[src/rtl/score_keeper.sv]
`default_nettype none
// ============================================================================
//  Module      : score_keeper
//  Description : Hit counter for the LT24 colour game. Counts rising edges of
//                the score flag in 4-digit packed BCD, with a re-trigger
//                guard window, a saturation ceiling, an optional best-score
//                register and four registered active-low 7-segment digits.
//                Optional feature macro: SCORE_KEEPER_BEST_EN (best score
//                register, compare on clear and show_best display mux).
//  Revision    : 1.0 - initial release
// ============================================================================
module score_keeper #(
    parameter int          MIN_GAP   = 1000,
    parameter logic [15:0] SAT_VALUE = 16'h9999
) (
    input  logic        clock,
    input  logic        globalReset_n,
    input  logic        score,
    input  logic        clear,
    input  logic        show_best,
    output logic [15:0] count_bcd,
    output logic [15:0] best_bcd,
    output logic        saturated,
    output logic [6:0]  hex0,
    output logic [6:0]  hex1,
    output logic [6:0]  hex2,
    output logic [6:0]  hex3
);

    // Gap counter only needs to hold MIN_GAP-1.
    localparam int             c_gap_w    = (MIN_GAP > 2) ? $clog2(MIN_GAP) : 1;
    localparam logic [c_gap_w-1:0] c_gap_load = (MIN_GAP > 0) ? c_gap_w'(MIN_GAP - 1) : '0;
    localparam logic [6:0]     c_seg_zero = 7'h40;

    // Packed-BCD +1 with per-digit carry; digit 9 wraps to 0 and carries.
    function automatic logic [15:0] bcd_inc(input logic [15:0] v);
        logic       carry;
        logic [3:0] d;
        bcd_inc = v;
        carry   = 1'b1;
        for (int i = 0; i < 4; i++) begin
            d = v[4*i +: 4];
            if (carry) begin
                if (d == 4'd9) begin
                    bcd_inc[4*i +: 4] = 4'd0;
                end else begin
                    bcd_inc[4*i +: 4] = d + 4'd1;
                    carry             = 1'b0;
                end
            end
        end
    endfunction

    // Active-low {g,f,e,d,c,b,a}; non-BCD nibbles blank the digit.
    function automatic logic [6:0] seg7(input logic [3:0] d);
        case (d)
            4'd0:    seg7 = 7'h40;
            4'd1:    seg7 = 7'h79;
            4'd2:    seg7 = 7'h24;
            4'd3:    seg7 = 7'h30;
            4'd4:    seg7 = 7'h19;
            4'd5:    seg7 = 7'h12;
            4'd6:    seg7 = 7'h02;
            4'd7:    seg7 = 7'h78;
            4'd8:    seg7 = 7'h00;
            4'd9:    seg7 = 7'h10;
            default: seg7 = 7'h7F;
        endcase
    endfunction

    logic               score_q;
    logic [c_gap_w-1:0] gap_q, gap_d;
    logic [15:0]        count_q, count_d;
    logic               sat_q, sat_d;
    logic [15:0]        w_src;
    logic [3:0][6:0]    hex_q;
    logic [3:0][6:0]    w_hex_d;
    logic               w_hit;

    assign w_hit = score & ~score_q & (gap_q == '0);

    // Next-state for count, gap window and saturation flag; clear beats a hit.
    always_comb begin
        count_d = count_q;
        gap_d   = (gap_q != '0) ? gap_q - 1'b1 : gap_q;
        if (clear) begin
            count_d = '0;
            gap_d   = '0;
        end else if (w_hit) begin
            gap_d = c_gap_load;
            if (count_q != SAT_VALUE) begin
                count_d = bcd_inc(count_q);
            end
        end
        sat_d = (count_d == SAT_VALUE);
    end

    // Edge register, gap window, count and saturation state.
    always_ff @(posedge clock or negedge globalReset_n) begin
        if (!globalReset_n) begin
            score_q <= 1'b0;
            gap_q   <= '0;
            count_q <= '0;
            sat_q   <= 1'b0;
        end else begin
            score_q <= score;
            gap_q   <= gap_d;
            count_q <= count_d;
            sat_q   <= sat_d;
        end
    end

`ifdef SCORE_KEEPER_BEST_EN
    logic [15:0] best_q, best_d;

    // Packed BCD compares correctly as unsigned binary.
    always_comb begin
        best_d = best_q;
        if (clear && (count_q > best_q)) begin
            best_d = count_q;
        end
    end

    // Best-score register, updated on the round-start clear.
    always_ff @(posedge clock or negedge globalReset_n) begin
        if (!globalReset_n) begin
            best_q <= '0;
        end else begin
            best_q <= best_d;
        end
    end

    assign best_bcd = best_q;
    assign w_src    = show_best ? best_q : count_q;
`else
    logic w_unused_show_best;

    assign w_unused_show_best = show_best;
    assign best_bcd           = 16'h0000;
    assign w_src              = count_q;
`endif

    generate
        for (genvar g = 0; g < 4; g++) begin : g_digit
            assign w_hex_d[g] = seg7(w_src[4*g +: 4]);
        end
    endgenerate

    // Registered display; reflects the selected source one edge later.
    always_ff @(posedge clock or negedge globalReset_n) begin
        if (!globalReset_n) begin
            hex_q <= {4{c_seg_zero}};
        end else begin
            hex_q <= w_hex_d;
        end
    end

    assign count_bcd = count_q;
    assign saturated = sat_q;
    assign hex0      = hex_q[0];
    assign hex1      = hex_q[1];
    assign hex2      = hex_q[2];
    assign hex3      = hex_q[3];

endmodule
`default_nettype wire

[config.mk]
export PLATFORM = sky130hd
export DESIGN_NAME = score_keeper
export DESIGN_NICKNAME = d
export VERILOG_FILES = /design/src/rtl/score_keeper.sv
export SDC_FILE = /design/constraint.sdc
export NUM_CORES = 1
export LEC_CHECK = 0
export CELL_PAD_IN_SITES_DETAIL_PLACEMENT = 1
export CELL_PAD_IN_SITES_GLOBAL_PLACEMENT = 1
export CORE_MARGIN = 5
export CORE_UTILIZATION = 41
export CTS_CLUSTER_SIZE = 16
export DETAILED_ROUTE_END_ITERATION = 10
export PLACE_DENSITY = 0.82
export SYNTH_ARGS = -nofsm -noshare
export SYNTH_HDL_FRONTEND = slang
export SYNTH_SLANG_ARGS = --single-unit
[constraint.sdc]
create_clock -name clock -period 7.8 [get_ports clock]
set_input_delay 1.56 -clock clock [delete_from_list [all_inputs] [get_ports clock]]
set_output_delay 1.56 -clock clock [all_outputs]
set_load 0.01 [all_outputs]
==> impl_results.md <==
- Status: finished clean
- Num ports: 66
- Setup CP Type: in -> reg
- Sink Count: 56
- # setup viols final: 0
- Yosys top cell by area: dfrtp_1
- Gpl congestion: 0.793
- Top-count cell post-synth: dfrtp_1
- Synth top cells by count: dfrtp_1 (52), nor2_1 (35), a21oi_1 (34), nand2_1 (29), o21ai_0 (23)
- Grt ovf: 0
- Final non-filler cell total: between 400 and 500
- Fraction of layout cells with a size suffix above 1: approximately 6.3%
- Layout net count: roughly 400
- Top FF cell, synth: dfrtp_1
- Avg Synthesized Cell Area: just over 9 um^2
- Wire length per cell after detailed routing: 14.7 um
- DP HPWL: 5.23 mm
- Placed cells: approximately 470
- Maximum number of pins on one net before global-route repair: between 50 and 60
- Fin crit period: around 4.6 ns
- Post-route DRC: 0
- Async SR Flop Fraction: 100%
- DR WL met2: 3.64 mm
- Final Slew Violations: 0
- Uppermost layer routed: met4
- # fillers: between 800 and 900
- Initial DRC count: 69
- DP Worst Slack: roughly 2.9 ns
- Worst-path maximum fanout: 18
- CP peak stage delay: approximately 0.63 ns
- CTS max path bufs: 2
- Clk slew on worst S/H paths: roughly 0.1 ns
- Dpl cell area: about 3600 um^2
- Area Overhead vs Synth: 18.9%
- CP max stage cell: or3_1
- Resized Gates After CTS: 0
- Initial antenna violation count: 0
- Setup tns final: 0 ns
- Final Cycle Share: 58.4%
- Vias in the first global route: around 2600
- Setup crit start kind: input pin
- Final wirelength: about 7 mm
- CP most frequent cell: or3_1
- Met3 WL: ~240 um
- Core area: 7330 um^2
- Worst Tran Pin Value: 0.936 ns
- Top cells by area, synth: dfrtp_1 (42%), ha_1 (8.9%), a21oi_1 (5.5%)
- Post-CTS Repair Setup Buffers: 0
- Share of the synthesized area in the top cell type: a little over two fifths
- Clock Latency Late Sink: 0.31 ns
- Die Area: ~9400 um^2
- Post-route design area: about 3700 um^2
- Die H: around 97 um
- Sequential area share after synthesis: between 40 and 50%
- Critical Path End Type: flip-flop
- Pre-antenna DRT Iters: 4
- Unique masters post-synth: 44
- FF+latch count, synth: 56
- Die Wd: roughly 97 um
- Pwr per Cell Area: a little over 200 nW/um^2
- Total vias in the final route: around 2500
- Worst EP required: 8.02 ns
- CTS tree: built
- Critical path data arrival time: between 4 and 5 ns
- Number of max-cap violations: 0
- Drt via density: approximately 5.2
- Leak: 1.62 nW
- Hold Vio Cnt, Final: 0
- Metal-1 WL: approximately 3.1 mm
- Clk Tree Root Cell: clkbuf_8
- HP Class: reg -> reg
- Syn. warnings: 0
- Max IR drop VDD: 0.000145 V
- First-pass GRT wire length: about 12 mm
- Routed Antenna Nets: 0
- Total Routing Usage GR: between 10% and 20%
- Design Power: roughly 0.00076 W
- H-tree lvl count: 2
- Post-Syn Instances: 338
- FMAX: between 200 and 250 MHz
- Mapped cell area: 3110 um^2
- Initial core utilization: a little over two fifths
- Num CTS Buffers: 5
- CP cell instances: clkdlybuf4s50_1 -> or4b_1 -> or3_1 -> or3_1 -> a31oi_2 -> o21ai_1 -> or4_1 -> nor4_2
- Relative slew slack: a little under two fifths
- Antenna diodes: 0
- # rows: 31
- RSZ-0062 raised after global routing: false
- Port bufs: 48
- Hold-fix buffers, CTS: 0
- Number of flops mapped to enable cells by yosys: 0
- Worst Slack Setup Final: about 3.2 ns
- Fin Clk Skew: just under 0.01 ns
-- worst max-delay path: cells and delay by family --
| kind | cells | cell delay (ns) |
|---|---|---|
| compound gates | 2 | 0.33 |
| buf+inv | 1 | 0.46 |
| simple gates | 5 | 2.41 |
-- report_power, final --
group          switching (W)  internal [W]
Sequential         0.0000348      0.000323
Clock              0.0000965     0.0000729
Combinational       0.000135      0.000100
-- layer usage --
metal | vias up | track usage (%)
met2 | 43 | 27.4
met5 | - | 0
met4 | 0 | 4.32
li1 | 1213 | -
met3 | 8 | 2.95
met1 | 1218 | 18.7
-- stage by stage --
| step | hold slack, ns | utilization (%) |
|---|---|---|
| after CTS | 0.589 | 50.4 |
| after floorplan | 0.544 | - |
| after global placement | 0.570 | 49.1 |
| after global routing | 0.619 | 50.4 |
| final | 0.589 | 50.4 |
| after detailed placement | 0.570 | 49.1 |
-- final timing paths --
| path | from | slack (ns) | to | cells after the start |
|---|---|---|---|---|
| max in group asynchronous | globalReset_n | 5.96 | gap_q[0] | 2 |
| max reg2reg | gap_q[0] | 4.26 | saturated | 9 |
| min | gap_q[7] | 0.59 | gap_q[7] | 2 |
| min in group asynchronous | globalReset_n | 1.38 | hex0[5] | 2 |
| min reg2reg | gap_q[7] | 0.59 | gap_q[7] | 2 |
| max | score | 3.24 | saturated | 8 |
-- cells in the final DEF, fill, tap and decap left out, drive strengths merged, types with 3 or more instances in the layout --
cell	count
conb	16
xnor2	4
inv	18
clkbuf	6
nand3	12
nand3b	5
nand4	4
a21oi	34
ha	22
and3b	3
clkdlybuf4s50	47
xor2	5
nor4	7
o21ai	24
a31oi	6
dfrtp	52
or3	6
nand2	29
dfstp	4
o31ai	3
or4	3
nor3	7
nand2b	6
nor2	35
or2	4
-- logic make-up (layout without fill, tap and decap cells) --
family / after synthesis / after routing / share of synthesized area, %
AOI/OAI and AO/OA: 72 / 72 / 12.8
xor gates and xnor gates: 9 / 9 / 2.54
DFF: 56 / 56 / 45.3
muxes: 2 / 2 / 0.645
other: 1 / 16 / 0.121
buffers and inverters: 46 / 74 / 7.57
and+or+nand+nor: 130 / 130 / 22.2
adders and majority gates: 22 / 22 / 8.86
-- sequential cells by signal (all words and copies together), names as in the netlist --
register	flops
count_bcd	16
gap_q	10
hex0	7
saturated	1
hex1	7
hex2	7
score_q	1
hex3	7
-- final cells by class --
class	count	area, um^2	share of cell area (%)
multi-input cells	251	1520	41.2
flip-flops and latches	56	1410	38.1
repair buffers	49	483	13.1
well taps	99	124	3.35
clock buffers	6	82.6	2.24
inverters	17	63.8	1.73
clock inverters	2	13.8	0.373
Power figures use the tool's default switching activity.
